[src/rtl/fetch_stage.sv]
// fetch_stage: instruction-fetch stage sitting after the PC register.
// Runs a ready handshake with instruction memory, fills the IF/ID register
// and pulses pc_advance when the PC may move on. A one-entry hold buffer
// absorbs a response that arrives while decode is stalled.
// Optional build macro: FETCH_TIMEOUT_EN adds a wait-cycle watchdog with a
// sticky fetch_err flag and an ERR state that only rst can leave.
//
//  state  | meaning
//  IDLE   | first cycle after reset, no request
//  WAIT   | request outstanding at pc_addr
//  HOLD   | response parked in the hold buffer until decode accepts it
//  ERR    | watchdog expired (FETCH_TIMEOUT_EN only), fetch halted
module fetch_stage #(
  parameter int XLEN           = 32,
  parameter int TIMEOUT_CYCLES = 255
) (
  input  logic            clk,
  input  logic            rst,
  input  logic [XLEN-1:0] pc_addr,
  output logic            pc_advance,
  output logic            imem_req,
  output logic [XLEN-1:0] imem_addr,
  input  logic [XLEN-1:0] imem_rdata,
  input  logic            imem_ready,
  input  logic            stall,
  input  logic            flush,
  output logic            if_id_valid,
  output logic [XLEN-1:0] if_id_instr,
  output logic [XLEN-1:0] if_id_pc,
  output logic [XLEN-1:0] if_id_pc_plus4,
  output logic            fetch_err
);

  if (TIMEOUT_CYCLES < 1 || TIMEOUT_CYCLES > 255) begin : g_bad_timeout
    $error("fetch_stage: TIMEOUT_CYCLES must be in 1..255");
  end

`ifdef FETCH_TIMEOUT_EN
  typedef enum logic [1:0] {S_IDLE, S_WAIT, S_HOLD, S_ERR} state_t;
`else
  typedef enum logic [1:0] {S_IDLE, S_WAIT, S_HOLD} state_t;
`endif

  state_t          state, next_state;
  logic            accept;
  logic            load_fetch, load_hold, unload_hold;
  logic            to_err, in_err, timeout_hit;
  logic [XLEN-1:0] hold_instr, hold_pc;

  assign accept    = !if_id_valid || !stall;
  assign imem_addr = pc_addr;

  // State register
  always_ff @(posedge clk or posedge rst) begin
    if (rst) state <= S_IDLE;
    else     state <= next_state;
  end

  // Next state, handshake outputs and datapath strobes
  always_comb begin
    next_state  = state;
    imem_req    = 1'b0;
    pc_advance  = 1'b0;
    load_fetch  = 1'b0;
    load_hold   = 1'b0;
    unload_hold = 1'b0;
    to_err      = 1'b0;
    in_err      = 1'b0;
    case (state)
      S_IDLE: next_state = S_WAIT;
      S_WAIT: begin
        imem_req = 1'b1;
        if (flush) begin
          next_state = S_WAIT;
        end else if (imem_ready) begin
          pc_advance = 1'b1;
          if (accept) begin
            load_fetch = 1'b1;
          end else begin
            load_hold  = 1'b1;
            next_state = S_HOLD;
          end
        end else if (timeout_hit) begin
          to_err     = 1'b1;
`ifdef FETCH_TIMEOUT_EN
          next_state = S_ERR;
`endif
        end
      end
      S_HOLD: begin
        if (flush) begin
          next_state = S_WAIT;
        end else if (!stall) begin
          unload_hold = 1'b1;
          next_state  = S_WAIT;
        end
      end
`ifdef FETCH_TIMEOUT_EN
      S_ERR: in_err = 1'b1;
`endif
      default: next_state = S_IDLE;
    endcase
  end

  // IF/ID register and hold buffer; buffer occupancy is implied by HOLD
  always_ff @(posedge clk or posedge rst) begin
    if (rst) begin
      if_id_valid    <= 1'b0;
      if_id_instr    <= '0;
      if_id_pc       <= '0;
      if_id_pc_plus4 <= '0;
      hold_instr     <= '0;
      hold_pc        <= '0;
    end else if (flush && !in_err) begin
      if_id_valid <= 1'b0;
    end else if (load_fetch) begin
      if_id_valid    <= 1'b1;
      if_id_instr    <= imem_rdata;
      if_id_pc       <= pc_addr;
      if_id_pc_plus4 <= pc_addr + XLEN'(4);
    end else if (unload_hold) begin
      if_id_valid    <= 1'b1;
      if_id_instr    <= hold_instr;
      if_id_pc       <= hold_pc;
      if_id_pc_plus4 <= hold_pc + XLEN'(4);
    end else begin
      if (load_hold) begin
        hold_instr <= imem_rdata;
        hold_pc    <= pc_addr;
      end
      if (!stall || to_err || in_err) if_id_valid <= 1'b0;
    end
  end

`ifdef FETCH_TIMEOUT_EN
  logic [7:0] wait_cnt;

  assign timeout_hit = (wait_cnt == 8'(TIMEOUT_CYCLES - 1));

  // Count consecutive unanswered WAIT cycles; error flag is sticky until rst
  always_ff @(posedge clk or posedge rst) begin
    if (rst) begin
      wait_cnt  <= '0;
      fetch_err <= 1'b0;
    end else begin
      if (state == S_WAIT && !flush && !imem_ready) wait_cnt <= wait_cnt + 8'd1;
      else                                          wait_cnt <= '0;
      if (to_err) fetch_err <= 1'b1;
    end
  end
`else
  assign timeout_hit = 1'b0;
  assign fetch_err   = 1'b0;
`endif

endmodule

[config.mk]
export PLATFORM = sky130hd
export DESIGN_NAME = fetch_stage
export DESIGN_NICKNAME = d
export VERILOG_FILES = /design/src/rtl/fetch_stage.sv
export SDC_FILE = /design/constraint.sdc
export NUM_CORES = 1
export LEC_CHECK = 0
export CORE_MARGIN = 3
export CORE_UTILIZATION = 35
export DETAILED_ROUTE_END_ITERATION = 10
export HOLD_SLACK_MARGIN = 0.02
export SLEW_MARGIN = 30
export SYNTH_ARGS = -nofsm -noshare
export SYNTH_HDL_FRONTEND = slang
export SYNTH_SLANG_ARGS = --single-unit
[constraint.sdc]
create_clock -name clk -period 13.27 [get_ports clk]
set_input_delay 2.654 -clock clk [delete_from_list [all_inputs] [get_ports clk]]
set_output_delay 2.654 -clock clk [all_outputs]
set_load 0.01 [all_outputs]
==> results.txt <==
Hold WC Path Type = flop to flop
Crit-path slowest cell = clkdlybuf4s50_1
RSZ-0062 raised after global routing = false
Root Driver = clkbuf_16
prevailing post-synth register cell = dfrtp_1
R2R Setup Slk = 9270 ps
# H-tree levels = 4
vias in the first global route = 6543
CTS tree = built
first-pass GRT wire length = 36900 microns
Pwr per Cell Area = 181 nW/um^2
PnR worst setup slack = 6130 ps
asr flop ratio synth = 1.00
Hold Vio Cnt, Final = 0
Setup crit start kind = input pin
wire per inst = 18.8 microns
post-synthesis sequential area ratio = 0.498
total length of routed wires = 23600 microns
number of top-level pins = 201
Die W = 158 microns
Critical Path AT = 4490 ps
CTS sink count = 161
vias per cell = 5.32
cell area after synthesis = 8100 sq um
crit-path most repeated cell = clkdlybuf4s50_1
Worst setup EP type = output pin
crit path cell chain = clkdlybuf4s50_1, nand4bb_1, buf_4, inv_4, clkdlybuf4s50_1
Core Region = 22700 sq um
Synth warnings = 0
Detail Placement HPWL = 16000 microns
Placer Congestion = 0.883
largest stage delay on the critical path = 610 ps
initial antenna violation count = 0
top cells by area, synth = dfrtp_1, mux2_2, nand2_1
VDD IR max = 0.0000810 V
GRT overflow = 0
full die area = 25000 sq um
synth unique cells = 62
DP Area = 10000 sq um
synthesized flop and latch total = 161
synthesis-to-finish area growth = 31.9%
Buf/Inv on CP = 4
post-route ant nets = 0
status = finished clean
layout cells sized above 1 = 0.127
Final Cell Area = 10700 sq um
max-cap violations = 0
Post-Syn Instances = 814
final net count = 1026
Post-Syn Area per Cell = 9.95 sq um
GRT Util Overall = 0.189
Yosys top cell area share = 0.498
Slew Viols, Final = 0
worst-margin pin slew = 959 ps
Die Span Y = 158 microns
PnR Total Power = 1.94 mW
clk buf depth = 2
syn_nets = 884
Site Rows = 55
placed cell count = 1222
post-route insts no fill = 1254
Post-synth EDFFs = 0
# diodes = 0
pin count of the biggest net entering global routing = 92
Final setup viols = 0
Fmax = 140 MHz
port buffer count = 199
dpl ws = 6140 ps
CTS Buf Count = 17
Iteration-0 DRC Markers = 430
# Post-CTS Setup Buffers = 0
TritonRoute pass-1 iters = 6
Post-CTS Hold Fix Bufs = 0
cts repair resizes = 0
residual DRC count = 0
period utilization = 0.538
max_slew headroom = 0.360
post-route minimum period = 7140 ps
critical-path maximum fanout = 27
Clock transition at path regs = 60 ps
Pleak = 4.40 nW
Post-Route Setup TNS = 0 ps
Req. time, crit path = 10620 ps
Via Count = 6669
CP Class = input pin to output pin
clock skew = 9.73 ps
crit-path leading delay family = buffers and inverters
Starting Density = 0.357
area leader, netlist = dfrtp_1
latest clock arrival within the worst-skew pair = 420 ps
-- metal layers --
layer  vias to the layer above  global-route usage  wire length (microns)
li1                       3167                   -                      -
met1                      3238               0.261                  10600
met2                       238               0.299                  10900
met3                        26              0.0481                   1670
met4                         0              0.0492                    341
met5                         -                   0                      0
-- cell usage after synthesis (4+ instances only) --
cell,count
and3_1,13
nand2_1,156
nor3_1,8
nand4_1,25
dfrtp_1,161
clkbuf_1,16
a211o_1,7
nand3_1,21
a21oi_1,9
o21ai_0,47
a22oi_1,5
o211ai_1,5
nor2_1,49
and4_1,7
a31oi_1,40
and2_1,11
mux2i_1,18
xor2_1,8
inv_1,5
o2111ai_1,4
o21a_1,4
buf_4,42
o31ai_1,5
xnor2_1,7
buf_1,4
buf_2,21
mux2_2,65
-- final cells by class --
cell class	count	area (sq um)
clock inverter	15	219
multi-input combinational	562	3560
timing repair buffer	208	2060
clock buffer	17	425
fill	2192	12000
sequential	161	4030
inverter	6	30.0
tap	285	357
-- path summary, 6_finish.rpt --
| kind | from | endpoint | depth (start not counted) |
|---|---|---|---|
| hold reg to reg | if_id_pc_plus4[25] | if_id_pc_plus4[25] | 2 |
| setup / recovery | flush | pc_advance | 5 |
| hold / removal | if_id_pc_plus4[25] | if_id_pc_plus4[25] | 2 |
| setup reg to reg | state[1] | if_id_pc_plus4[24] | 12 |
| min in group asynchronous | rst | if_id_instr[25] | 2 |
| max in group asynchronous | rst | hold_instr[23] | 3 |
-- report_power, final --
part	internal (mW)	switching, mW	leakage, nW
clock	0.322	0.223	0.315
combinational	0.335	0.290	2.12
sequential	0.658	0.108	1.96
total	1.31	0.621	4.40
-- sequential cells by signal, summed over array words and instances, names as in the netlist --
register        cells
if_id_pc           32
hold_pc            32
if_id_pc_plus4     30
if_id_instr        32
state               2
hold_instr         32
if_id_valid         1
-- per-stage QoR --
step | utilization | hold slack (ps)
finish | 0.470 | 476
global route | 0.470 | 504
CTS | 0.470 | 484
detailed placement | 0.442 | 469
global placement | 0.441 | 463
floorplan | - | 480
-- worst reg2reg max path, stage by stage, from the launching register on --
cell       delay (ps)
dfrtp_1           420
nand4bb_1         200
buf_4             250
nor2_4            640
buf_4             610
mux2_2            410
ha_1              260
and4_1            220
nand4_1           150
a22oi_1           110
buf_4             220
and3_1            160
o221a_2           230
-- layout by cell type, fill, tap and decap left out, types with 4 or more instances in the layout --
cell type and count:
bufinv_16 4, inv_6 5, a21oi_1 9, nand4_1 25
xnor2_1 7, o2111ai_1 4, mux2i_1 18, nor2_1 48
clkdlybuf4s50_1 199, xor2_1 8, buf_4 8, mux2_2 65
o21ai_0 47, o211ai_1 5, and2_1 10, a211o_1 7
clkbuf_16 17, and3_1 13, and4_1 7, dfrtp_1 161
nand3_1 21, a31oi_1 40, a22oi_1 5, o21a_1 4
nand2_1 154, nor3_1 8, o31ai_1 5, inv_1 4
-- cell families (layout without fill, tap and decap cells) --
kind of cell,count (synthesis),count (layout),share of synthesized area
compound gates,155,155,0.130
buf+inv,91,246,0.0671
fa+ha+maj,1,1,0.00154
simple gates,307,307,0.174
flops,161,161,0.498
mux,83,83,0.113
xor+xnor,15,15,0.0162
other cells,1,1,0.000463
Note: power is estimated with default switching activity, not from simulation.
